<file path="config.mk">
export PLATFORM = sky130hd
export DESIGN_NAME = instr_fetch_unit
export DESIGN_NICKNAME = d
export VERILOG_FILES = /design/src/rtl/instr_fetch_unit.sv
export SDC_FILE = /design/constraint.sdc
export NUM_CORES = 1
export LEC_CHECK = 0
export CAP_MARGIN = 15
export CORE_MARGIN = 2
export CORE_UTILIZATION = 42
export DETAILED_ROUTE_END_ITERATION = 8
export GPL_TIMING_DRIVEN = 0
export HOLD_SLACK_MARGIN = 0.1
export PLACE_DENSITY = 0.77
export SETUP_SLACK_MARGIN = 0.15
export SYNTH_ARGS = -nofsm -noshare
export SYNTH_HDL_FRONTEND = slang
export SYNTH_SLANG_ARGS = --single-unit
</file>
<file path="constraint.sdc">
create_clock -name clk -period 2.5 [get_ports clk]
set_input_delay 0.375 -clock clk [delete_from_list [all_inputs] [get_ports clk]]
set_output_delay 0.375 -clock clk [all_outputs]
set_load 0.02 [all_outputs]
</file>
<file path="src/rtl/instr_fetch_unit.sv">
// Instruction fetch unit for the 16-bit RISC core.
// Fetches one 16-bit word per request into an instruction register, presents
// opcode to the control unit, and picks the next PC from jump/cmp/alu_zero on accept.
// Optional halt support is enabled by defining IFU_HALT_EN.
module instr_fetch_unit #(
    parameter int unsigned     PC_W        = 12,
    parameter logic [PC_W-1:0] RESET_PC    = '0,
    parameter logic [3:0]      HALT_OPCODE = 4'hF
) (
    input  logic            clk,
    input  logic            rst_n,
    input  logic            start,
    output logic            imem_req,
    output logic [PC_W-1:0] imem_addr,
    input  logic            imem_ack,
    input  logic [15:0]     imem_rdata,
    output logic [15:0]     instr,
    output logic [3:0]      opcode,
    output logic            instr_valid,
    input  logic            instr_ready,
    input  logic            jump,
    input  logic            cmp,
    input  logic            alu_zero,
    output logic [PC_W-1:0] pc,
    output logic            halted
);

    typedef enum logic [1:0] {
        StIdle  = 2'd0,
        StReq   = 2'd1,
        StIssue = 2'd2
`ifdef IFU_HALT_EN
        ,
        StHalt  = 2'd3
`endif
    } state_e;

    state_e            state_q, state_d;
    logic [PC_W-1:0]   pc_q, pc_d;
    logic [15:0]       instr_q, instr_d;
    logic [PC_W-1:0]   jump_tgt;
    logic [PC_W-1:0]   br_off;
    logic [PC_W-1:0]   pc_next;
    logic              accept;

    // Redirect targets: absolute jump field and sign-extended branch offset.
    always_comb begin
        jump_tgt = PC_W'(instr_q[11:0]);
        br_off   = PC_W'($signed(instr_q[5:0]));
        if (jump) begin
            pc_next = jump_tgt;
        end else if (cmp && alu_zero) begin
            pc_next = pc_q + PC_W'(1) + br_off;
        end else begin
            pc_next = pc_q + PC_W'(1);
        end
    end

    assign accept = (state_q == StIssue) && instr_ready;

    // Next-state, PC and instruction register update.
    always_comb begin
        state_d = state_q;
        pc_d    = pc_q;
        instr_d = instr_q;
        unique case (state_q)
            StIdle: begin
                if (start) state_d = StReq;
            end
            StReq: begin
                if (imem_ack) begin
                    instr_d = imem_rdata;
                    state_d = StIssue;
                end
            end
            StIssue: begin
                if (accept) begin
`ifdef IFU_HALT_EN
                    // The halt instruction ignores jump/cmp and keeps its own pc.
                    if (instr_q[15:12] == HALT_OPCODE) begin
                        state_d = StHalt;
                    end else begin
                        pc_d    = pc_next;
                        state_d = StReq;
                    end
`else
                    pc_d    = pc_next;
                    state_d = StReq;
`endif
                end
            end
`ifdef IFU_HALT_EN
            StHalt: begin
                state_d = StHalt;
            end
`endif
            default: begin
                state_d = StIdle;
            end
        endcase
    end

    // State register with asynchronous reset; outputs decode from it so they drop at once.
    always_ff @(posedge clk or negedge rst_n) begin
        if (!rst_n) begin
            state_q <= StIdle;
            pc_q    <= RESET_PC;
            instr_q <= 16'h0000;
        end else begin
            state_q <= state_d;
            pc_q    <= pc_d;
            instr_q <= instr_d;
        end
    end

    assign imem_req    = (state_q == StReq);
    assign imem_addr   = pc_q;
    assign instr       = instr_q;
    assign opcode      = instr_q[15:12];
    assign instr_valid = (state_q == StIssue);
    assign pc          = pc_q;
`ifdef IFU_HALT_EN
    assign halted      = (state_q == StHalt);
`else
    assign halted      = 1'b0;
`endif

endmodule

</file>
Yosys cells after proc, flatten, opt, wreduce, memory -nomap -nowiden
Index checks and enable logic that the tools add are counted.
Storage, ports and cells
  input port bits: 24
  register bits: 30
  output and inout port bits: 47
  word-level logic and storage cells: 22
Cells by class
  add/sub/neg operators: 2
  equal/unequal tests: 5
  mux-type cells: 6
  reduce and logical (&&, ||, !) cells: 6
Operator list (number)
  12-bit 2-to-1 mux: 2
  12-bit by 1-bit adder with 12-bit output, second input constant: 1
  12-bit adder: 1
  2-bit 2-to-1 mux: 3
  2-bit case mux with 3 select lines: 1
  2-bit by 1-bit != test with 1-bit output, second input constant: 2
  2-bit AND reduction: 2
  3-bit AND reduction: 1
  2-bit by 1-bit == test with 1-bit output, second input constant: 1
  2-bit == test, second input constant: 1
  1-bit logical AND: 2
  2-bit zero test: 1
  2-bit != test, second input constant: 1

Depth between registers and ports, before layout
  depth in word-level cells: 4
  gate-level depth with buffers: 12
  mapped depth without buffers: 12

Worst setup path before layout
Ideal clock, no wire load.
  path type: register -> register
  from: register pc_q[2], in the netlist imem_addr[2]
  to: register pc_q[11], in the netlist imem_addr[11]
  required time: 2.364 ns
  setup slack: -0.413 ns
  library setup time: 0.136 ns
  period minus slack after synthesis: 2.913 ns
  arrival: 2.776 ns
  path buffers: 0
  cell stages (with the launch flop): 13
  cell sequence: dfrtp_1 and3_1 and4_1 and4_4 xor2_1 ha_1 nand4_1 nor2_1 a211oi_1 mux2i_1 xor2_1 mux2i_1 a21oi_1
On the way
  word-level cells in the longest chain between the ends: 4
RTL lines
  start: declaration: RTL line 39  | logic [PC_W-1:0] pc_q, pc_d;
  start signal: assignment: RTL line 111  | pc_q <= pc_d;
  12-bit by 1-bit adder with 12-bit output (*): RTL line 53, 55
  12-bit adder: RTL line 53  | pc_next = pc_q + PC_W'(1) + br_off;
  12-bit 2-to-1 mux (*): RTL line 52  | end else if (cmp && alu_zero) begin
  12-bit 2-to-1 mux (*): RTL line 50  | if (jump) begin
Every way passes the cells marked *; elsewhere a longest branch is shown, timed or not.
A chain may end at the register's enable or synchronous reset.

Worst setup path after layout
  from: register pc_q[0], in the netlist imem_addr[0]
  to: register pc_q[11], in the netlist imem_addr[11]
The elaborated chain is that of the path after synthesis.

==> flow_metrics.py <==
metrics = {
    "clock_tree": {
        "htree_levels": 2,
        "numCtsBuffers": 5,
        "cts_root_buffer": "clkbuf_8",
        "cts_tree": "built",
        "cts_sinks": 30,
        "clockBufferDepth": 2,
        "clk_pin_slew_worst_paths_ps": 60,
        "clock_latency_ps": 280,
        "holdBufCountCts": 0,
    },
    "grt": {
        "antenna_found_initial": 0,
        "grt_usage_pct": 21.4,
        "grt_pass1_vias": 1972,
        "grt_first_pass_wirelength_um": 9190,
        "grt_max_degree": 31,
        "gr-total-overflow": 0,
    },
    "timing": {
        "period_share_pct": 117,
        "worst_slack_ps": -419,
        "drv_slew": 0,
        "timing.fmax_mhz": 343,
        "holdWs_ps": 129,
        "tightest_slew_ps": 689,
        "setup_viol": 1,
        "finalCriticalPeriod_ps": 2920,
        "rsz0062_at_grt": "yes",
        "hold_viol": 0,
        "slew_headroom_pct": 54.0,
        "clock_skew_ps": 2.70,
    },
    "critical_path": {
        "path_class": "register to register",
        "cp-end-kind": "register",
        "critPathLaunchType": "register",
        "ff2ff_path_depth": 12,
        "crit_fanout": 4,
        "critPathRequiredTime_ps": 2650,
        "r2r-start": "imem_addr[0]",
        "reg2reg_to": "imem_addr[11]",
        "rrSetupSlack_ps": -420,
        "cp_data_arrival_time_ps": 3070,
    },
    "cells_and_area": {
        "drive_above_1_share_pct": 29.4,
        "diodes": 0,
        "syn2layout_area_growth_pct": 56.2,
        "fin_util_pct": 66.9,
        "final_area_um2": 3370,
        "layout_commonest_cell": "clkdlybuf4s50_1",
        "fin_nets": 366,
        "mostFrequentLayoutCells": "clkdlybuf4s50_1 (68), buf_4 (30), nand2_1 (26)",
    },
    "place": {
        "dp_slack_ps": -525,
        "gp_congestion": 0.844,
        "dpl.hpwl_um": 4150,
        "place_area_um2": 2970,
        "port_buffers": 69,
    },
    "run_status": {
        "violations": "setup timing",
        "status": "complete, but fails checks",
    },
    "floorplan": {
        "die_area_um2": 5730,
        "die_x_um": 75.7,
        "initial_utilization_pct": 42.8,
        "core_region_area_um2": 5040,
        "io_pins": 71,
        "die_h_um": 75.7,
        "num_rows": 26,
    },
    "hold_path": {
        "hp-class": "input pin to async pin",
    },
    "routing": {
        "first_pass_iters": 4,
        "via_per_inst": 5.24,
        "wl_per_cell_um": 15.0,
        "vias": 2079,
        "drt-total-wl_um": 5950,
        "antenna_left": 0,
        "drc": 0,
        "drt_iter0_markers": 85,
    },
    "synthesis": {
        "synth-compound-area-share_pct": 17.2,
        "synth_cells": 234,
        "synth-simple-area-share_pct": 13.4,
        "synthArstFlopShare_pct": 100,
        "synth_top_family_by_area": "compound AO/OA/AOI/OAI gates",
        "postSynthAreaPerCell_um2": 9.23,
        "synth-xor-area-share_pct": 7.30,
        "synth-seq-cells": 30,
        "synth_area_um2": 2160,
        "synth_nets": 274,
        "synth_edf_count": 0,
        "synth_warnings": 0,
        "synthFlopType": "dfrtp_1",
        "yosysUniqueCellTypes": 37,
        "synthAdderAreaFrac_pct": 9.62,
        "synthMuxAreaShare_pct": 9.73,
        "ys_seq_area_share_pct": 34.8,
    },
    "power": {
        "leakage_nw": 1.38,
        "ir_worst_vdd_uv": 818,
        "power_density_nw_per_um2": 1570,
    },
    "run": {
        "maxCapViolCount": 0,
    },
}
cell usage after synthesis (2+ instances only):
cell       n  area, um^2
a211oi_1   4        30.0
a21o_1     3        22.5
a21oi_1   16        80.1
a31oi_1    3        18.8
and3_1     3        18.8
buf_4     17         128
clkbuf_1   6        22.5
dfrtp_1   30         751
ha_1      15         188
inv_1      5        18.8
mux2_2    16         180
mux2i_1    3        30.0
nand2_1   26        97.6
nand3_1   11        55.1
nand4_1    2        12.5
nor2_1    12        45.0
nor2b_1    2        12.5
o211ai_1   6        45.0
o21ai_0   17        85.1
o21bai_1   2        15.0
o22ai_1    3        18.8
xnor2_1   11        96.3
xor2_1     7        61.3
registers in the layout, indices dropped and copies added (netlist names):
register	count
state_q	2
instr	16
imem_addr	12
logic make-up (layout without fill, tap and decap cells):
logic type               count (synthesis)  count (layout)
flip-flops                              30              30
buffers and inverters                   28             121
other                                    1               1
XOR/XNOR                                18              18
multiplexers                            19              19
AO/OA/AOI/OAI                           60              60
AND/OR/NAND/NOR                         62              62
adder cells (fa/ha/maj)                 16              16
timing repair:
item,4_1_cts,5_1_grt
setup buffers,12,4
pin swaps,13,12
setup endpoints to repair,8,8
cloned,0,0
gates resized for setup,18,21
critical path: stages, from the launching register on:
cell and delay (ps):
dfrtp_2 400, ha_4 170, and3_1 210, nand3_2 150
xnor2_4 250, ha_4 240, a21oi_2 160, o21ai_1 100
a211oi_2 230, mux2i_1 280, xor2_1 280, mux2i_1 220
a21oi_1 80
layer usage:
metal  track usage (%)  wire (um)
met3              4.23        367
met1              28.6       2490
met5                 0          0
met2              33.9       3010
met4              9.16         82
power breakdown:
| group | internal [mW] | switching (mW) | total, mW | leakage [nW] |
|---|---|---|---|---|
| combinational | 1.99 | 1.85 | 3.83 | 0.978 |
| sequential | 0.734 | 0.339 | 1.07 | 0.352 |
| clock | 0.222 | 0.184 | 0.405 | 0.0482 |
| total | 2.94 | 2.37 | 5.31 | 1.38 |
metrics by stage:
step                      TNS [ps]  power [mW]  std cells
after floorplan               -202        3.11        234
after global placement        -561        4.16        373
after detailed placement      -682        4.23        373
after CTS                     -342        4.99        393
after global routing          -783        5.72        397
final                         -419        5.31        397
worst max-delay path by stage:
stage	startpoint	end	slack [ps]
final	imem_addr[0]	imem_addr[11]	-420
after floorplan	imem_addr[2]	imem_addr[11]	-200
after global routing	imem_addr[0]	imem_addr[11]	-570
after global placement	imem_addr[0]	imem_addr[11]	-500
after CTS	imem_addr[4]	imem_addr[11]	-340
after detailed placement	imem_addr[0]	imem_addr[11]	-520
cell type report:
| type | instances | area (um^2) |
|---|---|---|
| buffer | 23 | 150 |
| clock buffer | 7 | 86.3 |
| clock inverter | 1 | 5.00 |
| fill | 382 | 1670 |
| inverter | 5 | 18.8 |
| multi-input combinational | 176 | 1450 |
| sequential | 30 | 761 |
| tap | 70 | 87.6 |
| timing repair buffer | 85 | 817 |
No activity file was read; power rests on OpenSTA's default activity.
==> patch 1: new RTL, same flow settings <==
Re-encode `state_e` (3 states) as one-hot, 3 bits wide.
--- a/src/rtl/instr_fetch_unit.sv
+++ b/src/rtl/instr_fetch_unit.sv
@@ -27,6 +27,6 @@
 
-    typedef enum logic [1:0] {
-        StIdle  = 2'd0,
-        StReq   = 2'd1,
-        StIssue = 2'd2
+    typedef enum logic [2:0] {
+        StIdle  = 3'b001,
+        StReq   = 3'b010,
+        StIssue = 3'b100
 `ifdef IFU_HALT_EN
Function: same outputs for any inputs over 10 cycles, from zero or initial values and one cycle with rst_n low; not proved beyond that.
==> patch 1 against the original RTL <==
  * Power down 14%
  * Critical path depth up 1
  * Synthesized area up 6.3%
  * Critical path type unchanged
  * Final area up 3.1%
  * Sequential cell count up 1
  * Sequential power down 4%
  * Routed wire length up 6.9%
  * Worst setup slack better by 0.14 ns
  * Maximum frequency up 5.0%
  * Non-clock buffer count up 3
  * The flow still finishes with violations (negative setup slack)
  * Utilization down 0.095 points
  * First-iteration DRC count up 85%
==> patch 1: results (changes against the original RTL) <==
Psw 0.00194 W (-18%); routed vias 2127 (+2.3%); failing checks negative setup slack; fraction of layout cells with a size suffix above 1 0.344 (+0.0508); placed cell area 3100 sq um (+4.4%); largest net degree at the start of global routing 32 (+3.2%); Net Count, Synth 278 (+1.5%); Setup TNS Final -0.522 ns (-0.104 ns); routed wire length 6360 um (+6.9%); IO Port Bufs 68 (-1.4%); Peak VDD IR 0.832 mV (+1.7%); Post-CTS Resized 9 (-9); gpl congestion 0.909 (+7.8%); Mapped Cells 238 (+1.7%); status finished with violations; DP Worst Slack -0.218 ns (+0.307 ns); RR Startpoint imem_addr[3]; Setup violations, final 4 (+3); setup slack after layout -0.281 ns (+0.138 ns); final net count 370 (+1.1%); Area contributors post-synth dfrtp_1 (33%), ha_1 (8.2%), mux2_2 (7.9%), buf_4 (5.9%), a21oi_1 (3.3%); clk slew on worst S/H paths 0.08 ns (+0.02 ns); sequential-to-total area share from yosys stat 0.339 (-0.00902); synth cell count leaders dfrtp_1 (30), nand2_1 (20), buf_4 (18), mux2_2 (16), nor2_1 (16); Clock Skews 0.00985 ns (+0.00715 ns); Worst Reg-to-Reg Cells 13 (+1); final non-filler cell total 401 (+1.0%); Final Hold Slack 0.127 ns (-0.00231 ns); Initial DRC Count 157 (+85%)
-- patch 1: cells by family (layout without fill, tap and decap cells) --
family                     count (synthesis)  after routing  share of synthesized area
AOI/OAI and AO/OA                         50             50                      0.140
xor gates and xnor gates                  18             18                     0.0753
adders and majority gates                 16             16                     0.0905
buffers and inverters                     32            125                     0.0998
DFF                                       31             31                      0.339
muxes                                     19             19                     0.0916
other                                      1              1                    0.00163
and+or+nand+nor                           71             71                      0.163
-- patch 1: worst max-delay path by stage --
| stage | depth (start not counted) | slack, ns | startpoint | to |
|---|---|---|---|---|
| floorplan | 13 | -0.08 | imem_addr[2] | imem_addr[11] |
| global placement | 11 | -0.21 | imem_addr[0] | imem_addr[9] |
| detailed placement | 11 | -0.22 | imem_addr[0] | imem_addr[9] |
| CTS | 13 | -0.14 | imem_addr[3] | imem_addr[11] |
| global route | 13 | -0.36 | imem_addr[4] | imem_addr[11] |
| finish | 13 | -0.28 | imem_addr[3] | imem_addr[11] |
-- patch 1: power by group through the flow --
stage / Clock (W) / Combinational [W] / Sequential [W]
floorplan: 0 / 0.00141 / 0.00122
global placement: 0 / 0.00246 / 0.00103
detailed placement: 0 / 0.00251 / 0.00105
CTS: 0.000452 / 0.00273 / 0.00101
global route: 0.000484 / 0.00330 / 0.00107
finish: 0.000450 / 0.00307 / 0.00103
-- patch 1: routing by layer --
metal	up-vias	part of all wire	global-route usage
met5	-	0	0
met4	0	0.026	0.0772
met3	14	0.049	0.0442
met2	85	0.53	0.338
met1	1021	0.39	0.255
li1	1007	-	-
-- patch 1: area by class of cell --
type	count	area [sq um]
Buffer	26	206
Clock buffer	7	96.3
Clock inverter	1	7.51
Fill cell	435	1730
Inverter	6	22.5
Multi-Input combinational cell	175	1470
Sequential cell	31	783
Tap cell	70	87.6
Timing Repair Buffer	85	807
==> patch 2: new RTL, same settings <==
Made on the original files. `PC_W`: 12 -> 24.
--- a/src/rtl/instr_fetch_unit.sv
+++ b/src/rtl/instr_fetch_unit.sv
@@ -5,3 +5,3 @@
 module instr_fetch_unit #(
-    parameter int unsigned     PC_W        = 12,
+    parameter int unsigned     PC_W        = 24,
     parameter logic [PC_W-1:0] RESET_PC    = '0,
Interface: changed (resized imem_addr and pc); port bits go from 71 to 95. The function was not compared with the original's and may differ.
==> patch 2 against the original RTL <==
  * Count of clock-buffer cells in the layout decreased by 2
  * Sequential cell count increased by 12
  * Final area rose by 86%
  * Critical endpoint is now imem_addr[23]
  * Power up 90%
  * Worst setup slack got worse by 0.46 ns
  * The flow still finishes with violations (negative setup slack)
  * Synthesized area up 79%
  * Routed wire length increased by 130%
  * Highest routed layer unchanged
  * Via count rose by 100%
==> patch 2: results (changes against the original RTL) <==
kind of cell adding the most delay to the critical path simple AND/OR/NAND/NOR gates; largest net degree at the start of global routing 34 (+9.7%); clk slew on worst S/H paths 0.09 ns (+0.03 ns); dpl cells 661 (+77%); number of global-route vias before repair 4238 (+110%); final non-filler cell total 725 (+83%); met3 usage 0.0418 (-0.000545); Worst Reg-to-Reg Cells 15 (+3); failing checks negative setup slack; Net Count, Synth 512 (+87%); Filler cells 687 (+80%); Area contributors post-synth dfrtp_1 (27%), ha_1 (10%), buf_4 (5.8%), o21ai_0 (5.7%), xnor2_1 (5.0%); Setup violations, final 17 (+16); status finished with violations; setup slack after layout -0.876 ns (-0.457 ns); slowest CP cell or4_1; Initial DRC Count 215 (+150%); synth cell count leaders nand2_1 (51), o21ai_0 (44), dfrtp_1 (42), a21oi_1 (33), ha_1 (31); Clock Skews 0.00868 ns (+0.00598 ns); Clk Latency, worst-skew pair 0.31 ns (+0.03 ns); Int Pwr 0.00520 W (+77%); routed wire length per instance 18.9 um (+26%); DR WL met2 7070 um (+140%); fraction of layout cells with a size suffix above 1 0.393 (+0.0989); compound-gate portion of the synthesized area 0.202 (+0.0297); dpl hpwl 8820 um (+110%); WL met1 5300 um (+110%); max FFs per register 24 (+8); Crit Path Max Fanout 9 (+5); RR Startpoint imem_addr[4]; Total GRT Usage 0.256 (+0.0422); synth unique cells 55 (+49%); DP Worst Slack -1.19 ns (-0.666 ns); GR Util met1 0.301 (+0.0152); mux share of post-synthesis cell area 0.0597 (-0.0376); Static Leakage 2.71 nW (+97%); CP arrival 3.62 ns (+0.55 ns); placed cell area 5080 sq um (+71%); final net count 669 (+83%); sequential-to-total area share from yosys stat 0.271 (-0.0765); Synth Area in XOR/XNOR 0.0904 (+0.0174); M2 GR Usage 0.444 (+0.105); power density over the cells 1610 nW/um^2 (+2.1%); met3 WL post-DR 707 um (+93%); Peak VDD IR 0.967 mV (+18%)
==> patch 2: what timing repair did <==
| item | 4_1_cts | 5_1_grt |
|---|---|---|
| endpoints found under the setup margin | 19 | 22 |
| hold buffers | 1 | 0 |
| endpoints found under the hold margin | 11 | 0 |
| buffers inserted | 41 | 14 |
| pin swaps | 59 | 38 |
| resized for setup | 83 | 61 |
==> patch 2: layout make-up <==
| class | instances | share of cell area |
|---|---|---|
| clock buffers | 5 | 0.0110 |
| flip-flops and latches | 42 | 0.171 |
| inverters | 9 | 0.00539 |
| plain buffers | 49 | 0.0539 |
| multi-input cells | 356 | 0.510 |
| clock inverters | 3 | 0.00379 |
| well taps | 111 | 0.0222 |
| repair buffers | 150 | 0.223 |
==> patch 2: worst paths after layout <==
kind,end,slack (ns)
worst max-delay path,imem_addr[23],-0.88
worst min-delay path,imem_addr[19],0.48
worst max register to register,imem_addr[23],-0.88
worst min register to register,state_q[0],0.49
max in group asynchronous,instr[5],1.52
min in group clk,state_q[0],0.49
